`config.mk`:
```
export PLATFORM = sky130hd
export DESIGN_NAME = rate_divider_enable
export DESIGN_NICKNAME = d
export VERILOG_FILES = /design/src/rtl/rate_div_pkg.sv /design/src/rtl/load_down_counter.sv /design/src/rtl/rate_divider_enable.sv
export SDC_FILE = /design/constraint.sdc
export NUM_CORES = 1
export LEC_CHECK = 0
export BUFFER_PORTS_ARGS = -buffer_cell sky130_fd_sc_hd__buf_2
export CELL_PAD_IN_SITES_DETAIL_PLACEMENT = 1
export CELL_PAD_IN_SITES_GLOBAL_PLACEMENT = 1
export CORE_UTILIZATION = 47
export DETAILED_ROUTE_END_ITERATION = 7
export GPL_TIMING_DRIVEN = 0
export HOLD_SLACK_MARGIN = 0.03
export PLACE_DENSITY = 0.79
export SLEW_MARGIN = 15
export SYNTH_ARGS = -nofsm -noshare
export SYNTH_HDL_FRONTEND = slang
export SYNTH_HIERARCHICAL = 1
export SYNTH_SLANG_ARGS = --single-unit
```
`constraint.sdc`:
```
create_clock -name Clock -period 4 [get_ports Clock]
set_clock_uncertainty 0.15 [all_clocks]
set_input_delay 0.8 -clock Clock [delete_from_list [all_inputs] [get_ports Clock]]
set_output_delay 0.8 -clock Clock [all_outputs]
set_load 0.005 [all_outputs]
```
`src/rtl/rate_div_pkg.sv`:
```
// Shared types, speed encodings and the load-length helper for the rate divider.
package rate_div_pkg;

    typedef enum logic [1:0] {
        IDLE  = 2'd0,
        RUN   = 2'd1,
        PAUSE = 2'd2
    } state_t;

    localparam logic [1:0] SPD_FULL = 2'b00;  // strobe every clock
    localparam logic [1:0] SPD_1HZ  = 2'b01;  // one strobe per F clocks
    localparam logic [1:0] SPD_HALF = 2'b10;  // one strobe per 2F clocks
    localparam logic [1:0] SPD_QTR  = 2'b11;  // one strobe per 4F clocks

    // Period in clocks for a given speed code, F = clocks per second.
    function automatic int unsigned load_len(input logic [1:0] speed, input int unsigned f);
        case (speed)
            SPD_FULL: return 1;
            SPD_1HZ:  return f;
            SPD_HALF: return 2 * f;
            default:  return 4 * f;
        endcase
    endfunction

endpackage

```
`src/rtl/load_down_counter.sv`:
```
// Loadable down-counter that saturates at zero and flags when it has reached it.
module load_down_counter #(
    parameter int CW = 4
) (
    input  logic          Clock,
    input  logic          Reset,
    input  logic          load,
    input  logic [CW-1:0] load_val,
    input  logic          dec,
    output logic          is_zero
);

    logic [CW-1:0] cnt;

    // Load takes priority over decrement; decrement stops at zero so it can never wrap.
    always_ff @(posedge Clock or negedge Reset) begin
        if (!Reset) begin
            cnt <= '0;
        end else if (load) begin
            cnt <= load_val;
        end else if (dec && (cnt != '0)) begin
            cnt <= cnt - CW'(1);
        end
    end

    assign is_zero = (cnt == '0);

endmodule

```
`src/rtl/rate_divider_enable.sv`:
```
// Run/pause/clear controlled clock divider producing a registered one-cycle Enable strobe.
module rate_divider_enable
    import rate_div_pkg::*;
#(
    parameter int unsigned CLOCK_FREQUENCY = 50000000,
    parameter int          CW              = $clog2(4 * CLOCK_FREQUENCY)
) (
    input  logic       Clock,
    input  logic       Reset,
    input  logic [1:0] Speed,
    input  logic       Go,
    input  logic       Hold,
    input  logic       Clear,
    output logic       Enable,
    output logic       Running
);

    state_t        state;
    state_t        state_n;
    logic [1:0]    spd_q;
    logic          spd_chg;
    logic          step;
    logic          cnt_zero;
    logic          ld;
    logic          dec;
    logic          en_n;
    logic [CW-1:0] ld_val;

    assign spd_chg = (Speed != spd_q);

    // When the speed is unchanged Speed equals spd_q, so one reload value serves
    // Go-from-IDLE, period wrap, Clear and speed-change reloads alike.
    assign ld_val = CW'(load_len(Speed, CLOCK_FREQUENCY) - 1);

    load_down_counter #(
        .CW(CW)
    ) u_cnt (
        .Clock    (Clock),
        .Reset    (Reset),
        .load     (ld),
        .load_val (ld_val),
        .dec      (dec),
        .is_zero  (cnt_zero)
    );

    // Next state, counter control and next Enable; Clear and speed change override last.
    always_comb begin
        state_n = state;
        ld      = 1'b0;
        dec     = 1'b0;
        en_n    = 1'b0;
        // A resume from PAUSE counts on the Go edge itself, so a pause of N cycles
        // stretches the current period by exactly N cycles.
        step    = ((state == RUN) && !Hold) || ((state == PAUSE) && Go && !Hold);

        case (state)
            IDLE: begin
                if (Go && !Hold) begin
                    state_n = RUN;
                    ld      = 1'b1;
                end
            end
            RUN: begin
                if (Hold) begin
                    state_n = PAUSE;
                end
            end
            PAUSE: begin
                if (Go && !Hold) begin
                    state_n = RUN;
                end
            end
            default: state_n = IDLE;
        endcase

        if (step) begin
            if (cnt_zero) begin
                en_n = 1'b1;
                ld   = 1'b1;
            end else begin
                dec  = 1'b1;
            end
        end

        if (Clear) begin
            state_n = IDLE;
            ld      = 1'b1;
            dec     = 1'b0;
            en_n    = 1'b0;
        end

        if (spd_chg) begin
            ld   = 1'b1;
            dec  = 1'b0;
            en_n = 1'b0;
        end
    end

    // State, captured speed and the registered Enable strobe.
    always_ff @(posedge Clock or negedge Reset) begin
        if (!Reset) begin
            state  <= IDLE;
            spd_q  <= SPD_FULL;
            Enable <= 1'b0;
        end else begin
            state  <= state_n;
            spd_q  <= Speed;
            Enable <= en_n;
        end
    end

    assign Running = (state == RUN);

endmodule

```
==> reports/metrics.yaml <==
status: "completed"
path_max_fanout: 9
cts_buffers: 5
swShare: 0.299
period_share: 0.951
postSynthAreaPerCell_sq_um: 8.81
wl_mm: 5.98
vias: 1967
gp_congestion: 0.818
io_buffers: 8
netlist_instances: 239
rows: 23
dieArea_sq_mm: 0.00475
hold_viol: 0
clockBufferDepth: 2
placedInstanceArea_sq_mm: 0.00221
setup.worst_path.start_class: "flop"
start_util: 0.508
min_period_ps: 3800
cts_sinks: 33
final_nets: 270
endpoint: "u_cnt/cnt[23]"
arrival_ps: 3880
cap_violations: 0
synth_ff_type: "dfrtp_1"
power.internal_uw: 560
dr.pass1.iters: 4
peakVddDrop_mv: 0.180
reg2reg_from: "u_cnt/cnt[0]"
p_sw_uw: 239
timing.final.ws_setup_ps: 195
worstPathRequired_ps: 4070
synth_edf_count: 0
reg2reg_slack_ps: 200
grt_max_degree: 34
stdcell_count: 307
ys_types: 43
grt_usage: 0.286
final_core_util: 0.563
post-place-ws_ps: -238
viasPerCell: 6.41
ios: 9
drc: 0
crit_path_start: "u_cnt/cnt[0]"
drt-initial-drc-count: 83
crit_type: "reg -> reg"
cts_root_buffer: "clkbuf_8"
slew_viol_final: 0
synthesis.area_sq_mm: 0.00210
num_antenna_cells: 0
combPwrFrac: 0.137
synth-seq-cells: 33
hp-class: "in -> async"
drtAntennaViolNets: 0
cts_tree: "done"
worstMarginPinSlew_ps: 777
placed_cells: 299
p_clk_frac: 0.359
r2r_cells: 12
h-tree-depth: 2
fin_tns_setup_ps: 0
crit_path_end_kind: "flop"
clkLatencyLatePin_ps: 290
p_leak_nw: 0.881
yosysSeqAreaShare: 0.392
drive_gt1_frac: 0.136
grt_pass1_wl_mm: 9.66
avgRoutedWirePerCell_um: 19.5
syn2layout_area_growth_pct: 10.9
setup_viol: 0
ys_warn_count: 6
antenna_found_initial: 0
die_h_um: 68.9
relSlewSlack: 0.482
grt_overflow_total: 0
grt_pass1_vias: 1991
cts_setup_buffers: 0
r2r-end: "u_cnt/cnt[23]"
design_area_sq_mm: 0.00233
path_clk_slew_ps: 70
core-area_sq_mm: 0.00414
p_per_area_mw_per_mm2: 342
die_w_um: 68.9
p_seq_frac: 0.504
fmax_mhz: 263
hpwl_mm: 4.32
synthArstFlopShare: 1.00
cell type report:
class / instances / area, sq um
Buffer: 10 / 40.0
Clock buffer: 7 / 96.3
Clock inverter: 1 / 5.00
Fill cell: 504 / 1810
Inverter: 8 / 30.0
Multi-Input combinational cell: 190 / 1230
Sequential cell: 33 / 826
Tap cell: 50 / 62.6
Timing Repair Buffer: 8 / 40.0
per-layer routing:
metal / part of all wire / routed length [um] / track usage / vias to the layer above
met2: 0.46 / 2760 / 0.455 / 52
met1: 0.46 / 2780 / 0.370 / 959
li1: - / - / - / 944
met3: 0.054 / 321 / 0.0576 / 12
met5: 0 / 0 / 0 / -
met4: 0.019 / 116 / 0.133 / 0
metrics by stage:
| stage | hold WS (ps) | power [mW] |
|---|---|---|
| final | 427 | 0.799 |
| after global routing | 466 | 0.835 |
| after CTS | 429 | 0.800 |
| after detailed placement | 409 | 0.515 |
| after global placement | 391 | 0.510 |
| after floorplan | 354 | 0.469 |
worst min path at each step:
| stage | startpoint | endpoint | slack (ps) |
|---|---|---|---|
| 2_1_floorplan | Reset | Enable | 350 |
| 3_3_place_gp | u_cnt/cnt[9] | u_cnt/cnt[9] | 390 |
| 3_5_place_dp | u_cnt/cnt[9] | u_cnt/cnt[9] | 410 |
| 4_1_cts | u_cnt/cnt[9] | u_cnt/cnt[9] | 430 |
| 5_1_grt | u_cnt/cnt[9] | u_cnt/cnt[9] | 470 |
| 6_report | Reset | u_cnt/cnt[21] | 430 |
sequential cells by signal, summed over array words and instances, names as in the netlist:
signal	count
u_cnt/cnt	28
state	2
Enable	1
spd_q	2
cells in the final DEF (no fill, tap or decap), types with 3 or more instances in the layout:
cell,count
nand4_1,6
nor4_1,8
o21ai_0,13
nor3_1,7
or4_2,4
nor2b_1,3
inv_1,7
conb_1,3
or2_2,3
nor2_1,19
or3_4,3
xnor2_1,5
xor2_1,3
clkbuf_8,7
or4_1,12
clkbuf_1,8
o211ai_1,8
buf_2,10
ha_1,7
dfrtp_1,33
nand3_1,11
or3_1,9
a31oi_1,14
nand2_1,20
o31ai_1,6
repair_timing:
item / in CTS / in global routing
setup endpoints to repair: 3 / 18
resized for setup: 1 / 2
hold buffers: 0 / 0
cells in the mapped netlist, types with 8 or more instances:
cell type | count | area share
or4_1 | 12 | 0.043
nor2_1 | 19 | 0.034
o211ai_1 | 8 | 0.029
nand3_1 | 11 | 0.026
o21ai_0 | 13 | 0.031
clkbuf_1 | 8 | 0.014
nor3_1 | 8 | 0.019
nand2_1 | 20 | 0.036
dfrtp_1 | 33 | 0.39
a31oi_1 | 14 | 0.042
nor4_1 | 8 | 0.024
or3_1 | 9 | 0.027
power by group through the flow:
| stage | registers (mW) | clock network, mW | logic, mW |
|---|---|---|---|
| final | 0.403 | 0.287 | 0.109 |
| after global routing | 0.407 | 0.303 | 0.125 |
| after CTS | 0.401 | 0.291 | 0.109 |
| after detailed placement | 0.407 | 0 | 0.108 |
| after global placement | 0.405 | 0 | 0.105 |
| after floorplan | 0.395 | 0 | 0.0735 |
cells by family (layout without fill, tap and decap cells):
family / after synthesis / after routing / share of synthesized area
xor+xnor: 8 / 8 / 0.0333
other cells: 1 / 3 / 0.00178
buf+inv: 18 / 34 / 0.0333
flops: 33 / 33 / 0.392
simple gates: 122 / 122 / 0.342
fa+ha+maj: 7 / 7 / 0.0416
compound gates: 50 / 50 / 0.156
worst max-delay path: stages, from the launching register on:
cell	delay, ps
dfrtp_1	380
inv_1	100
ha_1	210
nor3b_1	150
and4_1	230
and3_1	280
nor4_4	430
nor3b_2	430
nand2_1	160
or4_1	440
buf_2	190
or4_1	410
a31oi_1	170
Power figures use the tool's default switching activity.
